===== config.mk =====
export PLATFORM = sky130hd
export DESIGN_NAME = id_operand_stage
export DESIGN_NICKNAME = d
export VERILOG_FILES = /design/src/rtl/id_pkg.sv /design/src/rtl/id_operand_stage_scoreboard.sv /design/src/rtl/id_operand_stage.sv
export SDC_FILE = /design/constraint.sdc
export NUM_CORES = 1
export LEC_CHECK = 0
export CELL_PAD_IN_SITES_DETAIL_PLACEMENT = 2
export CELL_PAD_IN_SITES_GLOBAL_PLACEMENT = 2
export CORE_MARGIN = 2
export CORE_UTILIZATION = 25
export CTS_BUF_LIST = sky130_fd_sc_hd__clkbuf_4 sky130_fd_sc_hd__clkbuf_8 sky130_fd_sc_hd__clkbuf_16
export CTS_CLUSTER_SIZE = 8
export DETAILED_ROUTE_END_ITERATION = 10
export PLACE_DENSITY_LB_ADDON = 0.1
export SLEW_MARGIN = 20
export SYNTH_ARGS = -nofsm -noshare
export SYNTH_HDL_FRONTEND = slang
export SYNTH_SLANG_ARGS = --single-unit

===== constraint.sdc =====
create_clock -name clk -period 2.8 [get_ports clk]
set_input_delay 0.56 -clock clk [delete_from_list [all_inputs] [get_ports clk]]
set_output_delay 0.56 -clock clk [all_outputs]
set_load 0.005 [all_outputs]

===== src/rtl/id_pkg.sv =====
// Shared decode definitions for the ID/operand-fetch stage: opcodes, field
// positions, default widths and per-opcode register-use helpers.
package id_pkg;

  localparam int ID_DATA_W  = 32;
  localparam int ID_ADDR_W  = 3;
  localparam int ID_INSTR_W = 32;

  localparam int OP_HI  = 31;
  localparam int OP_LO  = 26;
  localparam int RD_HI  = 25;
  localparam int RD_LO  = 23;
  localparam int RS_HI  = 22;
  localparam int RS_LO  = 20;
  localparam int RT_HI  = 19;
  localparam int RT_LO  = 17;
  localparam int IMM_HI = 15;
  localparam int IMM_LO = 0;

  typedef enum logic [5:0] {
    OP_ADD  = 6'd0,
    OP_SUB  = 6'd1,
    OP_AND  = 6'd2,
    OP_OR   = 6'd3,
    OP_ADDI = 6'd4,
    OP_LW   = 6'd5,
    OP_SW   = 6'd6,
    OP_BEQ  = 6'd7,
    OP_NOP  = 6'd63
  } opcode_e;

  function automatic logic writes_rd(input logic [5:0] op);
    return op <= OP_LW;
  endfunction

  // Undefined opcodes behave as NOP, so only the eight real ones read rs.
  function automatic logic uses_rs(input logic [5:0] op);
    return op <= OP_BEQ;
  endfunction

  function automatic logic uses_rt(input logic [5:0] op);
    return op inside {OP_ADD, OP_SUB, OP_AND, OP_OR, OP_SW, OP_BEQ};
  endfunction

endpackage


===== src/rtl/id_operand_stage_scoreboard.sv =====
// Pending-write mask, one bit per architectural register. A set in the same
// cycle as a writeback clear or flush kill of the same register wins.
module id_scoreboard
  import id_pkg::*;
#(
  parameter  int ADDR_W = ID_ADDR_W,
  localparam int NREG   = 1 << ADDR_W
) (
  input  logic              clk,
  input  logic              rst_n,
  input  logic              set_en,
  input  logic [ADDR_W-1:0] set_addr,
  input  logic              clr_en,
  input  logic [ADDR_W-1:0] clr_addr,
  input  logic              kill_en,
  input  logic [ADDR_W-1:0] kill_addr,
  input  logic [ADDR_W-1:0] rd_addr_a,
  input  logic [ADDR_W-1:0] rd_addr_b,
  output logic              pend_a,
  output logic              pend_b
);

  logic [NREG-1:0] pend_q;
  logic [NREG-1:0] pend_d;

  always_comb begin
    pend_d = pend_q;
    if (clr_en)  pend_d[clr_addr]  = 1'b0;
    if (kill_en) pend_d[kill_addr] = 1'b0;
    if (set_en)  pend_d[set_addr]  = 1'b1;
  end

  always_ff @(posedge clk or negedge rst_n) begin
    if (!rst_n) pend_q <= '0;
    else        pend_q <= pend_d;
  end

  assign pend_a = pend_q[rd_addr_a];
  assign pend_b = pend_q[rd_addr_b];

endmodule


===== src/rtl/id_operand_stage.sv =====
// Decode/operand-fetch stage: drives register-file read ports, stalls on RAW
// hazards via a scoreboard, and holds decoded operands in the ID/EX register.
// Optional macro WB_BYPASS_EN forwards same-cycle writeback data instead of stalling.
module id_operand_stage
  import id_pkg::*;
#(
  parameter int DATA_W  = ID_DATA_W,
  parameter int ADDR_W  = ID_ADDR_W,
  parameter int INSTR_W = ID_INSTR_W
) (
  input  logic               clk,
  input  logic               rst_n,
  input  logic               in_valid,
  output logic               in_ready,
  input  logic [INSTR_W-1:0] in_instr,
  output logic [ADDR_W-1:0]  rf_r1,
  output logic [ADDR_W-1:0]  rf_r2,
  input  logic [DATA_W-1:0]  rf_out1,
  input  logic [DATA_W-1:0]  rf_out2,
  input  logic               wb_we,
  input  logic [ADDR_W-1:0]  wb_addr,
  input  logic [DATA_W-1:0]  wb_data,
  input  logic               flush,
  output logic               out_valid,
  input  logic               out_ready,
  output logic [5:0]         out_opcode,
  output logic [ADDR_W-1:0]  out_rd,
  output logic [DATA_W-1:0]  out_a,
  output logic [DATA_W-1:0]  out_b,
  output logic [DATA_W-1:0]  out_imm,
  output logic               out_wr,
  output logic               stall
);

  logic [5:0]        opcode;
  logic [ADDR_W-1:0] rd, rs, rt;
  logic [15:0]       imm;
  logic              unused_bits;

  assign opcode      = in_instr[OP_HI:OP_LO];
  assign rd          = in_instr[RD_HI:RD_LO];
  assign rs          = in_instr[RS_HI:RS_LO];
  assign rt          = in_instr[RT_HI:RT_LO];
  assign imm         = in_instr[IMM_HI:IMM_LO];
  assign unused_bits = in_instr[16];

  assign rf_r1 = rs;
  assign rf_r2 = rt;

  logic use_rs, use_rt, wr;
  assign use_rs = uses_rs(opcode);
  assign use_rt = uses_rt(opcode);
  assign wr     = writes_rd(opcode);

  logic byp_rs, byp_rt;
`ifdef WB_BYPASS_EN
  assign byp_rs = wb_we && (wb_addr == rs);
  assign byp_rt = wb_we && (wb_addr == rt);
`else
  assign byp_rs = 1'b0;
  assign byp_rt = 1'b0;
`endif

  logic [DATA_W-1:0] opnd_a, opnd_b;
  assign opnd_a = byp_rs ? wb_data : rf_out1;
  assign opnd_b = byp_rt ? wb_data : rf_out2;

  logic pend_rs, pend_rt, hazard, accept;
  assign hazard   = in_valid && ((use_rs && pend_rs && !byp_rs) ||
                                 (use_rt && pend_rt && !byp_rt));
  assign in_ready = !hazard && (!out_valid || out_ready) && !flush;
  assign stall    = in_valid && hazard;
  assign accept   = in_valid && in_ready;

  // Killing a flushed instruction's pending bit only makes sense while it is
  // still resident; once it has fired, out_rd is stale.
  id_scoreboard #(.ADDR_W(ADDR_W)) u_sb (
    .clk       (clk),
    .rst_n     (rst_n),
    .set_en    (accept && wr),
    .set_addr  (rd),
    .clr_en    (wb_we),
    .clr_addr  (wb_addr),
    .kill_en   (flush && out_valid && out_wr),
    .kill_addr (out_rd),
    .rd_addr_a (rs),
    .rd_addr_b (rt),
    .pend_a    (pend_rs),
    .pend_b    (pend_rt)
  );

  always_ff @(posedge clk or negedge rst_n) begin
    if (!rst_n) begin
      out_valid  <= 1'b0;
      out_opcode <= '0;
      out_rd     <= '0;
      out_a      <= '0;
      out_b      <= '0;
      out_imm    <= '0;
      out_wr     <= 1'b0;
    end else if (flush) begin
      out_valid <= 1'b0;
    end else if (accept) begin
      out_valid  <= 1'b1;
      out_opcode <= opcode;
      out_rd     <= rd;
      out_a      <= opnd_a;
      out_b      <= opnd_b;
      out_imm    <= {{(DATA_W-16){imm[15]}}, imm};
      out_wr     <= wr;
    end else if (out_ready) begin
      out_valid <= 1'b0;
    end
  end

endmodule


==> results.md, run 1 <==
- Mapped Area: 6730 um2
- CP bufs+invs: 2
- TritonCTS clock tree: yes
- CTS Hold Bufs: 0
- Placer Congestion: roughly 0.74
- DRT Pass-1 Iters: 4
- Area of the core: 26,700 um2
- Pwr Density: 510 nW/um2
- Post-synth top area share: 36.8%
- Die extent in x: 168 um
- Site row count: 60
- Lkg Pwr: 3.44 nW
- Crit end category: output pin
- First-pass GRT wire length: between 40 and 50 mm
- Post-route clock period utilization: 95.2%
- Met3 WL: 1.12 mm
- EDFF count, synth: 0
- Final setup violation count: 0
- Fillcell total: 3,010
- Clk_skew: ~0.0094 ns
- Clk buf depth: 2
- CTS Buf Count: 9
- Die H: 168 um
- #FFs+latches synth: slightly below 100
- Worst-Skew Late Latency: 0.35 ns
- H-tree depth: 3
- Total negative slack: 0 ns
- Largest family of logic cells by synthesized area: simple AND/OR/NAND/NOR gates
- Mux cell area share after synthesis: under 10%
- Commonest cells after routing, fill and taps aside: clkdlybuf4s50_1, dfrtp_1, nand2_1, o211ai_1, and3_1
- DR top layer: met4
- Unique masters post-synth: 37
- DR vias: 7,114
- Post-synth ARST share: 100%
- Internal reg-to-reg setup slack: 0.40 ns
- Pin count of the biggest net entering global routing: 96
- WS Path Type: input port to output pin
- Max Transition Viols Final: 0
- Worst Hold Class: input port to asynchronous set/reset pin
- Area Growth Syn to Fin: 40.0%
- Final Net Count: 1,091
- Footprint of the multi-input gates: 3630 um2
- Largest area contributor in the netlist: dfrtp_1
- Post-DP HPWL: ~17 mm
- Total power: 0.00480 W
- Adder-Cell Fraction of Synth Area: 0%
- Worst EP arrival: 2.10 ns
- RSZ-0062 raised after global routing: no
- Setup bufs post-CTS: 0
- Routed WL: ~27 mm
- I/O Buffers: 218
- Simple-Gate Fraction of Synth Area: 29.1%
- Yosys warns: 0
- IO Count: 252
- DRT iter0 DRCs: ~400
- Starting Density: 25.2%
- CTS root buf: clkbuf_16
- Area contributors post-synth: dfrtp_1, o211ai_1, a211oi_1
- Seq. cell area: 2480 um2
- Max-Cap Viols: 0
- Reg clk slew, reported paths: 0.08 ns
- Final min period: between 2 and 3 ns
- Synth Area in Compound Gates: 22.2%
- Final hold vios: 0
- Syn Area/Cell: 8.40 um2
- Grt total ovfl: 0
- Peak supply drop: 0.292 mV
- Share of layout cells above drive strength 1: 6.67%
- Total Routing Usage GR: 19.2%
- Seq/Total Area, Yosys: a little under two fifths
- Crit path largest cell delay: 0.57 ns
- Most common cell after layout, fill and taps aside: clkdlybuf4s50_1
- Resize count post-CTS: 18
- DR WL/cell: 20.8 um
- DRC: 0
- Metal2 WL: 12.5 mm
- Vias in the first global route: 7,554
- Outcome: finished clean
- Layout Utilization: 35.3%
- Post-Synthesis Cells: 801
- CP Cell Sequence: clkdlybuf4s50_1 -> or4b_4 -> a21oi_4 -> nor3_1 -> dlygate4sd2_1
- Top_reg_cell synth: dfrtp_1
- Max_slew headroom: 34.7%
- Req. time, crit path: 2.24 ns
- Worst setup SP type: input port
- Xor-xnor portion of the synthesized cell area: 0%
- Die Area: between 20,000 and 30,000 um2
- Antenna Nets Post-Route: 0
- Slew @ Worst Pin: 0.979 ns
- Vias per Instance: 5.46
- Delay-heaviest family, CP: buffers and inverters
- Peak fanout along the critical path: 2
- Fmax: 0.375 GHz
- M1 WL: 12.9 mm
- Slowest CP cell: or4b_4
- Initial antenna violation count: 1
- Clock sink count: 99
- Syn_nets: about 940
per-layer routing:
layer	vias up	GRT usage, %
li1	3330	-
met1	3599	26.4
met2	163	31.4
met3	22	3.41
met4	0	4.73
met5	-	0
cells in the mapped netlist, drive strengths merged, types with 2 or more instances:
library cell / count
o221ai: 5
nor2: 86
or3: 2
and3: 88
o211ai: 91
nor3: 3
o21ai: 4
nand4: 85
o31ai: 4
nand3: 9
clkbuf: 43
nand2: 99
mux2i: 5
nand2b: 8
dfrtp: 99
buf: 65
a211oi: 87
mux4: 2
nor3b: 2
where the power goes:
group          internal [W]  switching (W)  leakage (nW)  total [W]
logic              0.000878       0.000610          2.11    0.00149
registers           0.00166       0.000223          1.17    0.00188
clock network      0.000812       0.000617         0.163    0.00143
total               0.00335        0.00145          3.44    0.00480
final timing paths:
| kind | startpoint | to | depth (start not counted) |
|---|---|---|---|
| max | in_instr[31] | in_ready | 5 |
| min | rst_n | out_b[13] | 1 |
| max reg2reg | u_sb.pend_q[7] | out_a[21] | 7 |
| min reg2reg | out_opcode[5] | out_opcode[5] | 2 |
| max in group asynchronous | rst_n | out_a[7] | 2 |
| min in group clk | out_opcode[5] | out_opcode[5] | 2 |
stage by stage:
| step | cells | worst slack [ns] | hold WS, ns | area [um2] |
|---|---|---|---|---|
| 2_1_floorplan | 801 | 0.299 | 0.264 | 6730 |
| 4_1_cts | 1300 | 0.126 | 0.0834 | 9410 |
| 3_3_place_gp | 1284 | -0.621 | 0.473 | 9070 |
| 6_report | 1302 | 0.136 | 0.0886 | 9410 |
| 3_5_place_dp | 1284 | -0.607 | 0.473 | 9070 |
| 5_1_grt | 1301 | 0.000358 | 0.0994 | 9410 |
cell type report:
class	count	share of cell area [%]
sequential	99	26.3
inverter	1	0.0399
multi-input combinational	593	38.6
antenna	2	0.0532
timing repair buffer	250	27.0
tap	341	4.53
clock buffer	10	2.54
clock inverter	6	0.930
registers in the layout (all words and copies together) (netlist names):
name and cells:
out_a 32, out_b 32, out_imm 16, u_sb.pend_q 8
out_opcode 6, out_rd 3, out_valid 1, out_wr 1
kinds of logic after synthesis:
family | count (synthesis)
flip-flops | 99
buffers and inverters | 109
multiplexers | 8
AND/OR/NAND/NOR | 387
AO/OA/AOI/OAI | 198
No activity file was read; power rests on OpenSTA's default activity.
==> inputs of run 2 (changes only) <==
Settings changed: CTS_CLUSTER_SIZE 8 to 14.
==> results of run 2 <==
Same layout as run 1: the final DEF is identical, and so are final timing and power.
